==> config.mk <==
export PLATFORM = sky130hd
export DESIGN_NAME = fft_stage_ctrl
export DESIGN_NICKNAME = d
export VERILOG_FILES = /design/src/rtl/fft_stage_ctrl.sv
export SDC_FILE = /design/constraint.sdc
export NUM_CORES = 1
export LEC_CHECK = 0
export BUFFER_PORTS_ARGS = -buffer_cell sky130_fd_sc_hd__buf_4
export CORE_MARGIN = 4
export CORE_UTILIZATION = 50
export CTS_CLUSTER_SIZE = 14
export DETAILED_ROUTE_END_ITERATION = 7
export GPL_ROUTABILITY_DRIVEN = 0
export GPL_TIMING_DRIVEN = 0
export PLACE_DENSITY_LB_ADDON = 0.12
export SETUP_SLACK_MARGIN = 0.02
export SLEW_MARGIN = 15
export SYNTH_ARGS = -nofsm -noshare
export SYNTH_HDL_FRONTEND = slang
export SYNTH_SLANG_ARGS = --single-unit
==> constraint.sdc <==
create_clock -name clk -period 1.7 [get_ports clk]
set_input_delay 0.085 -clock clk [delete_from_list [all_inputs] [get_ports clk]]
set_output_delay 0.085 -clock clk [all_outputs]
set_load 0.05 [all_outputs]
==> src/rtl/fft_stage_ctrl.sv <==
// Radix-2 in-place FFT address/sequencing controller: issues N/2 butterflies per stage, drains the
// butterfly pipeline between stages. Define FFT_STALL_EN to add a stall input that pauses read issue.
module fft_stage_ctrl #(
    parameter int LOG2N    = 4,
    parameter int BFLY_LAT = 2,
    localparam int SW      = ($clog2(LOG2N) < 1) ? 1 : $clog2(LOG2N)
) (
    input  logic             clk,
    input  logic             rst,
    input  logic             start,
`ifdef FFT_STALL_EN
    input  logic             stall,
`endif
    output logic             rd_en,
    output logic [LOG2N-1:0] rd_addr_p,
    output logic [LOG2N-1:0] rd_addr_q,
    output logic [LOG2N-2:0] tw_addr,
    output logic             wr_en,
    output logic [LOG2N-1:0] wr_addr_p,
    output logic [LOG2N-1:0] wr_addr_q,
    output logic [SW-1:0]    stage,
    output logic             busy,
    output logic             done
);

    localparam int KW = LOG2N - 1;
    localparam int D  = BFLY_LAT + 1;
    localparam int CW = $clog2(D + 1);
    localparam int PW = 2 * LOG2N + 1;

    typedef enum logic [1:0] {IDLE, RUN, DRAIN, DONE} state_t;

    state_t              r_state;
    logic [KW-1:0]       r_k;
    logic [SW-1:0]       r_s;
    logic [CW-1:0]       r_cnt;
    logic                r_rd_en;
    logic [LOG2N-1:0]    r_rd_p;
    logic [LOG2N-1:0]    r_rd_q;
    logic [LOG2N-2:0]    r_tw;
    logic [SW-1:0]       r_stage;
    logic                r_busy;
    logic                r_done;
    logic [D-1:0][PW-1:0] r_pipe;

    logic                w_stall;
    logic [LOG2N-1:0]    w_one;
    logic [LOG2N-1:0]    w_k_ext;
    logic [LOG2N-1:0]    w_mask;
    logic [LOG2N-1:0]    w_p;
    logic [LOG2N-1:0]    w_tw_full;

`ifdef FFT_STALL_EN
    assign w_stall = stall;
`else
    assign w_stall = 1'b0;
`endif

    // Operand p inserts a zero bit at position s of k; q sets that bit.
    assign w_one     = {{(LOG2N-1){1'b0}}, 1'b1};
    assign w_k_ext   = {1'b0, r_k};
    assign w_mask    = (w_one << r_s) - w_one;
    assign w_p       = ((w_k_ext >> r_s) << (32'(r_s) + 32'd1)) | (w_k_ext & w_mask);
    assign w_tw_full = (w_k_ext & w_mask) << (LOG2N - 1 - 32'(r_s));

    always_ff @(posedge clk or posedge rst) begin
        if (rst) begin
            r_state <= IDLE;
            r_k     <= '0;
            r_s     <= '0;
            r_cnt   <= '0;
            r_rd_en <= 1'b0;
            r_rd_p  <= '0;
            r_rd_q  <= '0;
            r_tw    <= '0;
            r_stage <= '0;
            r_busy  <= 1'b0;
            r_done  <= 1'b0;
        end else begin
            r_rd_en <= 1'b0;
            r_busy  <= (r_state != IDLE);
            r_done  <= (r_state == DONE);
            r_stage <= r_s;
            case (r_state)
                IDLE: begin
                    if (start) begin
                        r_state <= RUN;
                        r_k     <= '0;
                        r_s     <= '0;
                    end
                end
                RUN: begin
                    if (!w_stall) begin
                        r_rd_en <= 1'b1;
                        r_rd_p  <= w_p;
                        r_rd_q  <= w_p | (w_one << r_s);
                        r_tw    <= w_tw_full[LOG2N-2:0];
                        r_k     <= r_k + KW'(1);
                        if (r_k == KW'((1 << KW) - 1)) begin
                            r_state <= DRAIN;
                            r_cnt   <= '0;
                        end
                    end
                end
                DRAIN: begin
                    if (r_cnt == CW'(D - 1)) begin
                        if (r_s == SW'(LOG2N - 1)) begin
                            r_state <= DONE;
                        end else begin
                            r_state <= RUN;
                            r_s     <= r_s + SW'(1);
                            r_k     <= '0;
                        end
                    end else begin
                        r_cnt <= r_cnt + CW'(1);
                    end
                end
                DONE: r_state <= IDLE;
                default: r_state <= IDLE;
            endcase
        end
    end

    // Write-back strobe and addresses trail the issued read by D cycles regardless of FSM state.
    always_ff @(posedge clk or posedge rst) begin
        if (rst) begin
            r_pipe <= '0;
        end else begin
            r_pipe <= {r_pipe[D-2:0], {r_rd_en, r_rd_p, r_rd_q}};
        end
    end

    assign rd_en     = r_rd_en;
    assign rd_addr_p = r_rd_p;
    assign rd_addr_q = r_rd_q;
    assign tw_addr   = r_tw;
    assign stage     = r_stage;
    assign busy      = r_busy;
    assign done      = r_done;
    assign wr_en     = r_pipe[D-1][PW-1];
    assign wr_addr_p = r_pipe[D-1][2*LOG2N-1:LOG2N];
    assign wr_addr_q = r_pipe[D-1][LOG2N-1:0];

endmodule

==> Yosys cells after proc, flatten, opt, wreduce, memory -nomap -nowiden <==
Index checks and enable logic that the tools add are counted.
{ "word_totals": {"reg_bits": 52, "wordCells": 64} }
{ "classes": {"addsub": 6, "n_eq_ne": 11, "shifts": 4, "mux": 17, "n_bitwise": 3, "reduce_logical": 9} }
{ "op_table": {"columns": ["cell", "n"], "rows": [
  ["$shl 4x32->3", 1],
  ["$mux 2", 9],
  ["$ne 2x2->1 const B", 5],
  ["$mux 3", 3],
  ["$pmux 3 s3", 1],
  ["$eq 2x2->1 const B", 4],
  ["$or 4x4->4", 2],
  ["$pmux 2 s2", 2],
  ["$pmux 2 s4", 1],
  ["$reduce_and 4->1", 2],
  ["$reduce_and 3->1", 2],
  ["$reduce_bool 2->1", 3],
  ["$add 2x1->2 const B", 2],
  ["$and 3x4->4", 1],
  ["$shl 1x2->4 const A", 1],
  ["$shl 4x3->4", 1],
  ["$shr 3x2->4", 1],
  ["$sub 4x1->4 const B", 1],
  ["$add 2x1->3 const B", 1],
  ["$add 3x1->3 const B", 1],
  ["$eq 3x3->1 const B", 1],
  ["$reduce_bool 3->1", 1],
  ["$sub 2x2->3 const A", 1],
  ["$eq 2x1->1 const B", 1],
  ["2 further kinds", 2]
]} }

==> Logic depth before layout (Yosys ltp) <==
{ "logic_depth": {"depth_word": 5, "ltp_mapped": 7, "ltp_nobuf": 6} }

==> Worst setup path before layout <==
No wires, ideal clock.
{ "synth_timing": {"path_type": "flip-flop to flip-flop", "start": "register r_s[0]", "end": "register r_rd_q[3], in the netlist rd_addr_q[3]", "t_arrival_ns": 1.593, "required_ns": 1.568, "path_slack_ns": -0.025, "path_stages_with_launch": 8, "cell_sequence": "dfrtp_1 > buf_6 > inv_1 > ha_1 > nor4bb_1 > a31o_1 > a31oi_1 > a21oi_1"} }
{ "synth_via": {"elab_chain_len": 5, "elab_cells_between_ends": 8, "classes_between": "add/sub: 2; shift: 3; bitwise: 3"} }
{ "synth_lines": {"columns": ["item", "line_no", "text"], "rows": [
  ["from (decl)", "35", "logic [SW-1:0] r_s;"],
  ["from (signal assigned)", "111", "r_s <= r_s + SW'(1);"],
  ["$shl 1x2->4", "62, 96", null],
  ["$sub 4x1->4", "62", "assign w_mask = (w_one << r_s) - w_one;"],
  ["$and 3x4->4", "63", "assign w_p = ((w_k_ext >> r_s) << (32'(r_s) + 32'd1)) | (w_k_ext & w_mask);"],
  ["$or 4x4->4", "63", null],
  ["$or 4x4->4 *", "96", "r_rd_q <= w_p | (w_one << r_s);"],
  ["to (signal assigned)", "96", null],
  ["to (decl)", "39", "logic [LOG2N-1:0] r_rd_q;"]
]} }
Every way passes the cells marked *; elsewhere a longest branch is shown, timed or not.
A chain may end at the register's enable or synchronous reset.

==> Final worst setup path <==
Ends and elaborated chain as after synthesis.

==> metrics.csv <==
stage,metric,value,unit
global_route,first-pass GRT wire length,5910,um
min_path,HP Start,start,
cts,Sink Count,52,
cts,clock latency on the worst-skew pair,0.30,ns
sta,final setup TNS,0,ns
global_route,vias in the first global route,1241,
die,Chip Height,71.3,um
die,IO Count,28,
cts,Inserted Clock Buffers,5,
final_layout,"Area growth, synth to finish",25.3,%
final_layout,final instance area,2510,um^2
yosys,number of flops mapped to enable cells by yosys,0,
setup_path,r2r worst-path depth,7,
placed_design,placed inst area,2300,um^2
routing,drt first pass iters,4,
yosys,synthesized area per cell,12.7,um^2
sta,Max Clock Skew,0.00398,ns
sta,measured slew at the worst slew-check pin,0.374,ns
yosys,prevailing post-synth register cell,dfrtp_1,
sta,final slew viol count,0,
final_layout,layout cells sized above 1,0.366,
routing,1st-iter DRT viols,59,
yosys,Seq cells post-synth,52,
sta,period utilization,0.976,
min_path,hold depth,3,
cts,clock transition at the registers of the reported paths,0.09,ns
sta,Final setup viols,0,
routing,WL per Instance,14.3,um
global_route,total track usage,0.152,
sta,relative slew slack,0.750,
sta,Tmin final,1.66,ns
die,die span in x,71.3,um
global_route,largest net degree at the start of global routing,36,
setup_path,RR Endpoint,rd_addr_q[3],
setup_path,"Critical Path, Cell by Cell","buf_8, clkinvlp_4, ha_4, nor4bb_4, a31o_1, a31oi_2, a21oi_1",
setup_path,Critical Path Sink Type,flop,
cts,TritonCTS clock tree,built,
setup_path,slowest CP cell,dfrtp_2,
final_layout,Finished Layout Cells,250,
sta,Hold Fails Final Rpt,0,
routing,vias per std cell,5.24,
setup_path,Critical Path Max Stage Delay,0.39,ns
setup_path,reg-to-reg setup timing slack,0.04,ns
min_path,HP Class,input port to flop,
setup_path,crit start category,flop,
setup_path,"Arr. time, crit path",1.84,ns
die,Starting Density,0.531,
final_layout,"commonest cells after routing, fill and taps aside","50 x dfrtp_1, 43 x buf_4, 17 x nor2_1, 10 x a21oi_1, 8 x nand2_1",
final_layout,"most common cell after layout, fill and taps aside",dfrtp_1,
final_layout,nets,212,
yosys,Yosys cell types,40,
routing,DR DRC count,0,
routing,Antenna Nets Post-Route,0,
routing,routed via count,1310,
sta,Fmax,602,MHz
cts,Root Driver,clkbuf_8,
die,area of the die,5080,um^2
yosys,Synthesized Nets,169,
sta,PnR worst setup slack,0.0401,ns
placed_design,Placed Cells,234,
setup_path,CP Max Fanout,5,
yosys,Post-synth ARST share,1.00,
placed_design,IO buf count,27,
final_layout,diode count,0,
routing,WL final,3580,um
yosys,synthesized area,2000,um^2
min_path,Hold EP,r_state[0],
flow_run,max-cap violations,0,
yosys,"Seq/Total Area, Yosys",0.650,
setup_path,Setup Crit Path Kind,flop to flop,
setup_path,CP required,1.88,ns
yosys,Yosys warning count,0,
status,status,finished clean,
placed_design,final HPWL from detailed placement,2350,um
placed_design,dpl ws,-0.257,ns
sta,RSZ-0062 raised after global routing,true,
cts,CTS max path bufs,2,
die,# rows,22,
die,Std-Cell Core Area,3770,um^2
global_route,GR Overflow Total,0,
cts,H-tree depth,2,
setup_path,reg2reg start,r_s[0],
global_route,initial antenna violation count,0,
yosys,Post-Syn Instances,158,
==> timing repair <==
| action | CTS | global route |
|---|---|---|
| pin swaps | 1 | 1 |
| setup endpoints to repair | 9 | 5 |
| hold buffers | 1 | 0 |
| resized for setup | 5 | 6 |
| buffers inserted | 5 | 2 |
| endpoints found under the hold margin | 17 | 0 |
==> routing by layer <==
| layer | vias to the layer above | global-route usage | wire length (um) |
|---|---|---|---|
| li1 | 616 | - | - |
| met1 | 650 | 0.185 | 1500 |
| met2 | 35 | 0.246 | 1810 |
| met3 | 9 | 0.0505 | 188 |
| met4 | 0 | 0.0689 | 80 |
| met5 | - | 0 | 0 |
==> cell families (layout without fill, tap and decap cells) <==
logic type	count (synthesis)	after routing	share of synthesized area
flip-flops	52	52	0.650
AND/OR/NAND/NOR	41	41	0.104
AO/OA/AOI/OAI	31	31	0.105
buffers and inverters	20	64	0.0625
adder cells (fa/ha/maj)	8	8	0.0500
multiplexers	4	4	0.0206
XOR/XNOR	2	2	0.00875
==> flip-flops by register name, indices dropped and copies added (netlist names), 2 cells and up <==
name,flops
wr_addr_q,4
r_pipe,18
wr_addr_p,4
r_s,2
r_cnt,2
rd_addr_q,4
tw_addr,3
stage,2
r_state,2
rd_addr_p,4
r_k,3
==> critical path, delay by kind of cell, from the launching register on <==
family	cells	cell delay, ns
fa+ha+maj	1	0.27
flops	1	0.39
compound gates	3	0.51
simple gates	1	0.15
buf+inv	2	0.21
==> worst max path at each step <==
stage	from	endpoint	slack, ns	cells after the start
finish	r_s[0]	rd_addr_q[3]	0.04	7
global route	r_s[0]	rd_addr_p[3]	-0.03	7
CTS	r_s[0]	rd_addr_p[3]	0.03	7
detailed placement	r_s[1]	rd_addr_q[3]	-0.26	6
global placement	r_s[1]	rd_addr_q[3]	-0.20	6
floorplan	r_s[0]	rd_addr_p[3]	0.03	7
==> stage by stage <==
| step | util | hold WS [ns] |
|---|---|---|
| floorplan | - | 0.281 |
| global placement | 0.605 | 0.332 |
| detailed placement | 0.610 | 0.0948 |
| CTS | 0.653 | 0.117 |
| global route | 0.666 | 0.128 |
| finish | 0.666 | 0.113 |
==> cell type report <==
cell class | count | area (um^2)
flip-flops and latches | 52 | 1300
multi-input cells | 86 | 627
inverters | 7 | 33.8
well taps | 48 | 60.1
repair buffers | 36 | 285
fillers | 274 | 1260
clock buffers | 6 | 82.6
clock inverters | 2 | 15.0
plain buffers | 13 | 103
==> Yosys cell counts (2+ instances only) <==
cell,n,area (um^2)
nand3b_1,2,15.0
inv_1,5,18.8
buf_4,9,67.6
and2_1,2,12.5
o21ai_0,5,25.0
inv_2,2,7.51
nor2_1,17,63.8
mux2i_1,3,30.0
nand3_1,2,10.0
a31oi_1,3,18.8
xnor2_1,2,17.5
ha_1,8,100
nand2_1,8,30.0
nor3_1,2,10.0
a22o_1,2,17.5
buf_6,2,22.5
dfrtp_1,52,1300
a21oi_1,10,50.1
Power is left out: the tool's default activity adds up to more than one toggle a clock period on the data nets, which glitch-free logic cannot reach.
